<file path="src/rtl/lcd_read_engine.sv">
`default_nettype none
// ============================================================================
//  Module      : lcd_read_engine
//  Description : HD44780-class LCD read-side engine. Runs one RW=1 bus cycle
//                to fetch the busy flag / address counter (RS=0) or a data
//                RAM byte (RS=1). The top level grants the RS/RW/E pin mux to
//                this block while rd_busy is high.
//                Optional feature macro: LCD_RD_POLL_EN (busy-flag polling).
//  Revision    : 1.0  initial release
// ============================================================================
module lcd_read_engine #(
    parameter int T_SETUP   = 1,
    parameter int T_EN_HIGH = 2,
    parameter int T_EN_LOW  = 2,
    parameter int POLL_MAX  = 255
) (
    input  logic       clk,
    input  logic       rst,
    input  logic       rd_req,
    input  logic       rd_rs,
    output logic       rd_busy,
    output logic       rd_valid,
    output logic [7:0] rd_data,
    output logic       bf,
    output logic [6:0] ac,
    input  logic [7:0] lcd_db_in,
    output logic       lcd_db_oe,
    output logic       lcd_rs,
    output logic       lcd_rw,
    output logic       lcd_en,
    output logic       poll_tmo
);

    typedef enum logic [2:0] {
        S_IDLE  = 3'd0,
        S_SETUP = 3'd1,
        S_EN_HI = 3'd2,
        S_EN_LO = 3'd3,
        S_DONE  = 3'd4
    } state_t;

    // Last cycle index of each timed phase (phase counter starts at 0).
    localparam logic [7:0] c_SETUP_LAST = 8'(T_SETUP - 1);
    localparam logic [7:0] c_EN_HI_LAST = 8'(T_EN_HIGH - 1);
    localparam logic [7:0] c_EN_LO_LAST = 8'(T_EN_LOW - 1);

    state_t     state_q, state_d;
    logic [7:0] cnt_q, cnt_d;
    logic       rs_q;
    logic [7:0] rd_data_q;
    logic       bf_q;
    logic [6:0] ac_q;

    logic w_accept;
    logic w_sample;
    logic w_repeat;   // current DONE loops straight back into another poll read
    logic w_tmo;      // current poll ended by exhausting its read budget

    // A request is taken in IDLE, or on the edge ending a final DONE so that
    // a held request runs back-to-back without an idle gap.
    assign w_accept = rd_req && ((state_q == S_IDLE) ||
                                 ((state_q == S_DONE) && !w_repeat));

    // The bus is sampled on the edge that ends the last E-high cycle.
    assign w_sample = (state_q == S_EN_HI) && (cnt_q == c_EN_HI_LAST);

`ifdef LCD_RD_POLL_EN
    localparam logic [7:0] c_POLL_LAST = 8'(POLL_MAX - 1);

    logic [7:0] poll_cnt_q;
    logic       more_q;
    logic       tmo_q;

    // Poll bookkeeping: decide at each sample whether another BF read follows.
    always_ff @(posedge clk) begin
        if (!rst) begin
            poll_cnt_q <= 8'd0;
            more_q     <= 1'b0;
            tmo_q      <= 1'b0;
        end else if (w_accept) begin
            poll_cnt_q <= 8'd0;
            more_q     <= 1'b0;
            tmo_q      <= 1'b0;
        end else if (w_sample) begin
            poll_cnt_q <= poll_cnt_q + 8'd1;
            if (!rs_q && lcd_db_in[7]) begin
                // poll_cnt_q counts reads completed before this one
                more_q <= (poll_cnt_q < c_POLL_LAST);
                tmo_q  <= (poll_cnt_q >= c_POLL_LAST);
            end else begin
                more_q <= 1'b0;
                tmo_q  <= 1'b0;
            end
        end
    end

    assign w_repeat = more_q;
    assign w_tmo    = tmo_q;
`else
    assign w_repeat = 1'b0;
    assign w_tmo    = 1'b0;
`endif

    // State and phase counter register.
    always_ff @(posedge clk) begin
        if (!rst) begin
            state_q <= S_IDLE;
            cnt_q   <= 8'd0;
        end else begin
            state_q <= state_d;
            cnt_q   <= cnt_d;
        end
    end

    // Latch the read type at acceptance; it stays fixed for the whole poll.
    always_ff @(posedge clk) begin
        if (!rst) begin
            rs_q <= 1'b0;
        end else if (w_accept) begin
            rs_q <= rd_rs;
        end
    end

    // Result registers. A reset that lands mid-transaction aborts it but
    // leaves the previous result visible; a reset seen while idle (power-up
    // reset is held for at least two cycles) clears the results.
    always_ff @(posedge clk) begin
        if (!rst) begin
            if (state_q == S_IDLE) begin
                rd_data_q <= 8'd0;
                bf_q      <= 1'b0;
                ac_q      <= 7'd0;
            end
        end else if (w_sample) begin
            rd_data_q <= lcd_db_in;
            if (!rs_q) begin
                bf_q <= lcd_db_in[7];
                ac_q <= lcd_db_in[6:0];
            end
        end
    end

    // Next-state logic; the phase counter restarts at 0 on every state entry.
    always_comb begin
        state_d = state_q;
        cnt_d   = cnt_q + 8'd1;
        case (state_q)
            S_IDLE: begin
                cnt_d = 8'd0;
                if (w_accept) state_d = S_SETUP;
            end
            S_SETUP: begin
                if (cnt_q == c_SETUP_LAST) begin
                    state_d = S_EN_HI;
                    cnt_d   = 8'd0;
                end
            end
            S_EN_HI: begin
                if (cnt_q == c_EN_HI_LAST) begin
                    state_d = S_EN_LO;
                    cnt_d   = 8'd0;
                end
            end
            S_EN_LO: begin
                if (cnt_q == c_EN_LO_LAST) begin
                    state_d = S_DONE;
                    cnt_d   = 8'd0;
                end
            end
            S_DONE: begin
                cnt_d = 8'd0;
                if (w_repeat || w_accept) state_d = S_SETUP;
                else                      state_d = S_IDLE;
            end
            default: begin
                state_d = S_IDLE;
                cnt_d   = 8'd0;
            end
        endcase
    end

    // Pin and status decode from the registered state.
    always_comb begin
        rd_busy  = 1'b0;
        rd_valid = 1'b0;
        poll_tmo = 1'b0;
        lcd_rs   = 1'b0;
        lcd_rw   = 1'b0;
        lcd_en   = 1'b0;
        case (state_q)
            S_SETUP: begin
                rd_busy = 1'b1;
                lcd_rw  = 1'b1;
                lcd_rs  = rs_q;
            end
            S_EN_HI: begin
                rd_busy = 1'b1;
                lcd_rw  = 1'b1;
                lcd_rs  = rs_q;
                lcd_en  = 1'b1;
            end
            S_EN_LO: begin
                rd_busy = 1'b1;
                lcd_rw  = 1'b1;
                lcd_rs  = rs_q;
            end
            S_DONE: begin
                rd_busy  = 1'b1;
                rd_valid = !w_repeat;
                poll_tmo = !w_repeat && w_tmo;
            end
            default: ;
        endcase
    end

    assign lcd_db_oe = 1'b0;
    assign rd_data   = rd_data_q;
    assign bf        = bf_q;
    assign ac        = ac_q;

endmodule
`default_nettype wire
</file>
<file path="config.mk">
export PLATFORM = sky130hd
export DESIGN_NAME = lcd_read_engine
export DESIGN_NICKNAME = d
export VERILOG_FILES = /design/src/rtl/lcd_read_engine.sv
export SDC_FILE = /design/constraint.sdc
export NUM_CORES = 1
export LEC_CHECK = 0
export CAP_MARGIN = 20
export CORE_UTILIZATION = 51
export CTS_CLUSTER_DIAMETER = 50
export DETAILED_ROUTE_END_ITERATION = 10
export HOLD_SLACK_MARGIN = 0.03
export PLACE_DENSITY = 0.83
export SYNTH_ARGS = -nofsm -noshare
export SYNTH_HDL_FRONTEND = slang
export SYNTH_SLANG_ARGS = --single-unit
export TNS_END_PERCENT = 50
</file>
<file path="constraint.sdc">
create_clock -name clk -period 3.4 [get_ports clk]
set_input_delay 0.51 -clock clk [delete_from_list [all_inputs] [get_ports clk]]
set_output_delay 0.51 -clock clk [all_outputs]
set_load 0.05 [all_outputs]
</file>
After elaboration in Yosys (flattened, before gate mapping)
Index checks and enable logic that the tools add are counted.
- register bits after elaboration: 28
- output and inout port bits: 23
- word-level logic and storage cells: 55
- add/sub/neg operators: 1
- eq/ne operators: 11
- multiplexer cells: 25
- reduce and logical (&&, ||, !) cells: 12
- operator list (operator ; count):
    $mux W8 ; 5
    $mux W7 ; 4
    $pmux W8 S2 ; 1
    $pmux W3 S5 ; 1
    $mux W3 ; 4
    $mux W1 ; 10
    $add A8 B1 Y8 const B ; 1
    $eq A8 B1 Y1 const B ; 1
    $logic_not A8 Y1 ; 1
    $ne A2 B2 Y1 const B ; 4
    $eq A3 B2 Y1 const B ; 2
    $ne A2 B1 Y1 const B ; 2
    $reduce_and A4 Y1 ; 1
    $reduce_or A4 Y1 ; 1
    $eq A3 B1 Y1 const B ; 1
    $eq A3 B3 Y1 const B ; 1
    $logic_not A3 Y1 ; 1
    $reduce_and A3 Y1 ; 1
    $reduce_or A3 Y1 ; 1
    $logic_and A1 B1 Y1 ; 2
    $reduce_and A2 Y1 ; 1
    $reduce_bool A2 Y1 ; 1
    $reduce_or A2 Y1 ; 1
    $logic_or A1 B1 Y1 ; 1

Depth between registers and ports, before layout
- word-level depth: 5
- gate-level depth with buffers: 6

Least setup slack after synthesis
OpenSTA, ideal clock, no wires.
- path type: register -> output
- start point: reg state_q[1]
- end point: out rd_busy
- arrival time: 1.548 ns
- slack: 1.342 ns
- cell stages (with the launch flop): 4
- buffers on the path: 1
- cells stage by stage: dfxtp_1 buf_2 or2_1 xnor2_1
- word-level cells in the longest chain between the ends: 3
- elaborated cells on any way between the ends: 6
- ends and longest elaborated chain (what ; line ; RTL):
    start: declaration ; 47 ; state_t state_q, state_d;
    start signal: assignment ; 110 ; state_q <= state_d;
    $eq A3 B3 Y1, or another cell as far along ; 190 ; case (state_q)
    $reduce_or A4 Y1 (no source line) * ; n/a ;
    $mux W1 * ; 190 ;
    end: declaration ; 21 ; output logic rd_busy,
Every way passes the cells marked *; elsewhere a longest branch is shown, timed or not.

Final worst setup path
Same ends and word-level chain as after synthesis.

==> reports/results.md <==
| Quantity | This run | Unit |
|:---|:---|:---|
| Outcome | finished clean | - |
| Drt total wl | 2300 | µm |
| Worst hold slack | 0.545 | ns |
| CTS tree | built | - |
| Post-route clock skew | 0.00383 | ns |
| Nature of the critical path startpoint | flip-flop | - |
| Antenna fix cells | 0 | - |
| Compound-Gate Fraction of Synth Area | 9.58 | % |
| Total negative setup slack | 0 | ns |
| Max Cap Violations | 0 | - |
| Sequential cell area fraction in the yosys report | 53.6 | % |
| Fraction of registers with async set or reset after synthesis | 0 | % |
| Share of synthesized cell area in full adder, half adder and majority cells | 2.79 | % |
| Pre-Repair DR Iteration Count | 4 | - |
| Number of pins exceeding their max-slew limit in the final report | 0 | - |
| CTS HTree Levels | 1 | - |
| Path type of the worst setup path | reg2out | - |
| Worst slew slack as a fraction of its limit | 50.6 | % |
| Port bufs | 32 | - |
| Post-layout net count | 156 | - |
| CP cell instances | or2_1, xnor2_1, clkdlybuf4s50_1 | - |
| Detail Route Antenna Nets | 0 | - |
| Final worst path period share | 75.8 | % |
| Share of the synthesized netlist area taken by xor and xnor gates | 2.60 | % |
| DR vias/cell | 5.32 | - |
| Floorplan core area | 2480 | µm² |
| Vertical die dimension | 53.4 | µm |
| Number of buffers created by CTS | 3 | - |
| Final GP Congestion | 0.784 | - |
| Initial Utilization | 54.3 | % |
| Antenna violations before repair | 0 | - |
| Clock period minus worst slack | 2.58 | ns |
| Remaining global-route overflow | 0 | - |
| Clock-pin transition on the worst setup and hold timing paths | 0.14 | ns |
| Layout overhead on the synthesized area | 25.4 | % |
| Post-CTS Resized | 0 | - |
| Post-synthesis sequential element count | 28 | - |
| Number of vias after detailed routing | 904 | - |
| Site row count | 18 | - |
| Layout cells sized above 1 | 12.1 | % |
| Number of design-rule violations left by the first detailed-router iteration | 16 | - |
| Dominant combinational cell family by area after synthesis | simple AND/OR/NAND/NOR gates | - |
| Number of enable-type register cells in the synthesized netlist | 16 | - |
| Average cell area after synthesis | 12.3 | µm² |
| Clock root buffer | sky130_fd_sc_hd__clkbuf_4 | - |
| Number of global-route vias before repair | 836 | - |
| Distinct cell type count after synthesis | 41 | - |
| CP max-delay cell | sky130_fd_sc_hd__clkdlybuf4s50_1 | - |
| Worst ir drop on vdd | 0.000376 | V |
| Simple-gate area share of the yosys netlist | 25.6 | % |
| Transition at the pin with the smallest max-transition slack | 0.740 | ns |
| RSZ-0062 raised after global routing | false | - |
| DIE AREA | 2850 | µm² |
| Crit path required time | 2.89 | ns |
| Clock latency of the later-clocked register in the worst-skew pair | 0.31 | ns |
| Post-detailed-route wirelength per cell | 13.5 | µm |
| Post-Synthesis Cells | 109 | - |
| Post-CTS setup repair buffer count | 0 | - |
| Post-synthesis mux area share | 0.744 | % |
| Number of sinks handled by clock tree synthesis | 28 | - |
| DRC viols | 0 | - |
| Kind of capture point of the worst setup path | output pin | - |
| Deepest clock path buffer count | 2 | - |
| Count of pins on the block boundary | 35 | - |
| Hold Buf Count CTS | 0 | - |
| Number of endpoints with negative hold slack in the final report | 0 | - |
| Delay contributed by the slowest stage of the critical path | 0.83 | ns |
| Power density over the cells | 554 | nW/µm² |
| CP Data Arrival Time | 2.07 | ns |
| Maximum clock rate | 0.388 | GHz |
| Main flop type after synthesis | sky130_fd_sc_hd__edfxtp_1 | - |
| Total track usage | 18.8 | % |
| Global-route wire length before repair | 3790 | µm |
| Final setup viols | 0 | - |
| Pin count of the biggest net entering global routing | 16 | - |
| Leakage | 0.000575 | µW |
| Path category of the worst min-delay check | reg2reg | - |
| Chip width | 53.4 | µm |
| Synth Cell Area | 1350 | µm² |
| Critical Path Fanout Max | 12 | - |
| Syn. warnings | 0 | - |
| Post-DP HPWL | 1730 | µm |
per-stage QoR:
| step | power (µW) | utilization, % | worst slack (ns) | instances | instance area, µm² |
|---|---|---|---|---|---|
| 6_report | 935 | 68.1 | 0.822 | 170 | 1690 |
| 5_1_grt | 981 | 68.1 | 0.687 | 170 | 1690 |
| 3_5_place_dp | 812 | 67.0 | 0.816 | 166 | 1660 |
| 3_3_place_gp | 808 | 67.0 | 0.900 | 166 | 1660 |
| 2_1_floorplan | 711 | - | 1.34 | 110 | 1350 |
| 4_1_cts | 940 | 68.1 | 0.821 | 170 | 1690 |
synthesized netlist by cell type, types with 2 or more instances:
master | instances | share of area [%]
sky130_fd_sc_hd__nor2_1 | 5 | 1.4
sky130_fd_sc_hd__nand3_1 | 5 | 1.9
sky130_fd_sc_hd__nor3b_1 | 2 | 1.1
sky130_fd_sc_hd__nor3b_2 | 2 | 1.9
sky130_fd_sc_hd__edfxtp_1 | 16 | 36
sky130_fd_sc_hd__ha_1 | 3 | 2.8
sky130_fd_sc_hd__nand2_1 | 2 | 0.56
sky130_fd_sc_hd__a21o_1 | 2 | 1.1
sky130_fd_sc_hd__nor3_2 | 4 | 3.0
sky130_fd_sc_hd__xnor2_1 | 2 | 1.3
sky130_fd_sc_hd__a21boi_1 | 2 | 1.1
sky130_fd_sc_hd__and2_1 | 10 | 4.7
sky130_fd_sc_hd__o21ai_0 | 3 | 1.1
sky130_fd_sc_hd__buf_6 | 2 | 1.7
sky130_fd_sc_hd__xor2_1 | 2 | 1.3
sky130_fd_sc_hd__a211oi_2 | 3 | 2.8
sky130_fd_sc_hd__and3_1 | 2 | 0.93
sky130_fd_sc_hd__inv_1 | 5 | 1.4
sky130_fd_sc_hd__or3_1 | 3 | 1.4
sky130_fd_sc_hd__dfxtp_1 | 12 | 18
sky130_fd_sc_hd__buf_4 | 2 | 1.1
cells in the final DEF, fill, tap and decap left out, types with 4 or more instances in the layout:
cell,instances
sky130_fd_sc_hd__nand3_1,5
sky130_fd_sc_hd__nor3_2,4
sky130_fd_sc_hd__nor2_1,5
sky130_fd_sc_hd__clkdlybuf4s50_1,32
sky130_fd_sc_hd__and2_1,10
sky130_fd_sc_hd__inv_1,5
sky130_fd_sc_hd__dfxtp_1,12
sky130_fd_sc_hd__edfxtp_1,16
worst max-delay path: cells and delay by family (launching register included):
family,cells,cell delay [ns]
flip-flops,1,0.58
AND/OR/NAND/NOR,1,0.21
XOR/XNOR,1,0.13
buffers and inverters,1,0.83
flip-flops by register name, summed over array words and instances (netlist names):
signal / count
cnt_q: 8
rd_data: 8
ac: 7
state_q: 3
bf: 1
rs_q: 1
logic make-up after synthesis:
group | after synthesis
AO/OA/AOI/OAI | 15
XOR/XNOR | 4
adder cells (fa/ha/maj) | 3
buffers and inverters | 11
flip-flops | 28
multiplexers | 1
other | 1
AND/OR/NAND/NOR | 46
cell type report:
| cell class | count | area [µm²] |
|---|---|---|
| well taps | 30 | 37.5 |
| fillers | 203 | 791 |
| clock buffers | 3 | 22.5 |
| flip-flops and latches | 28 | 721 |
| clock inverters | 1 | 3.75 |
| repair buffers | 32 | 320 |
| multi-input cells | 71 | 563 |
| inverters | 5 | 18.8 |
report_power, final:
group / internal, µW / switching [µW]
sequential: 406 / 26.5
clock: 42.8 / 87.9
combinational: 128 / 244
total: 576 / 359
per-layer routing:
metal	share of wire (%)	global-route usage, %
met5	0	0
met4	0.35	5.26
met3	5.9	2.59
met2	47	31.5
met1	46	25.2
path summary, 6_finish.rpt:
check,endpoint,slack (ns),start,cells after the start
setup / recovery,rd_busy,0.82,state_q[1],3
hold reg to reg,rs_q,0.54,rs_q,2
setup reg to reg,ac[5],1.38,cnt_q[0],4
hold / removal,rs_q,0.54,rs_q,2
Note: power is estimated with default switching activity, not from simulation.
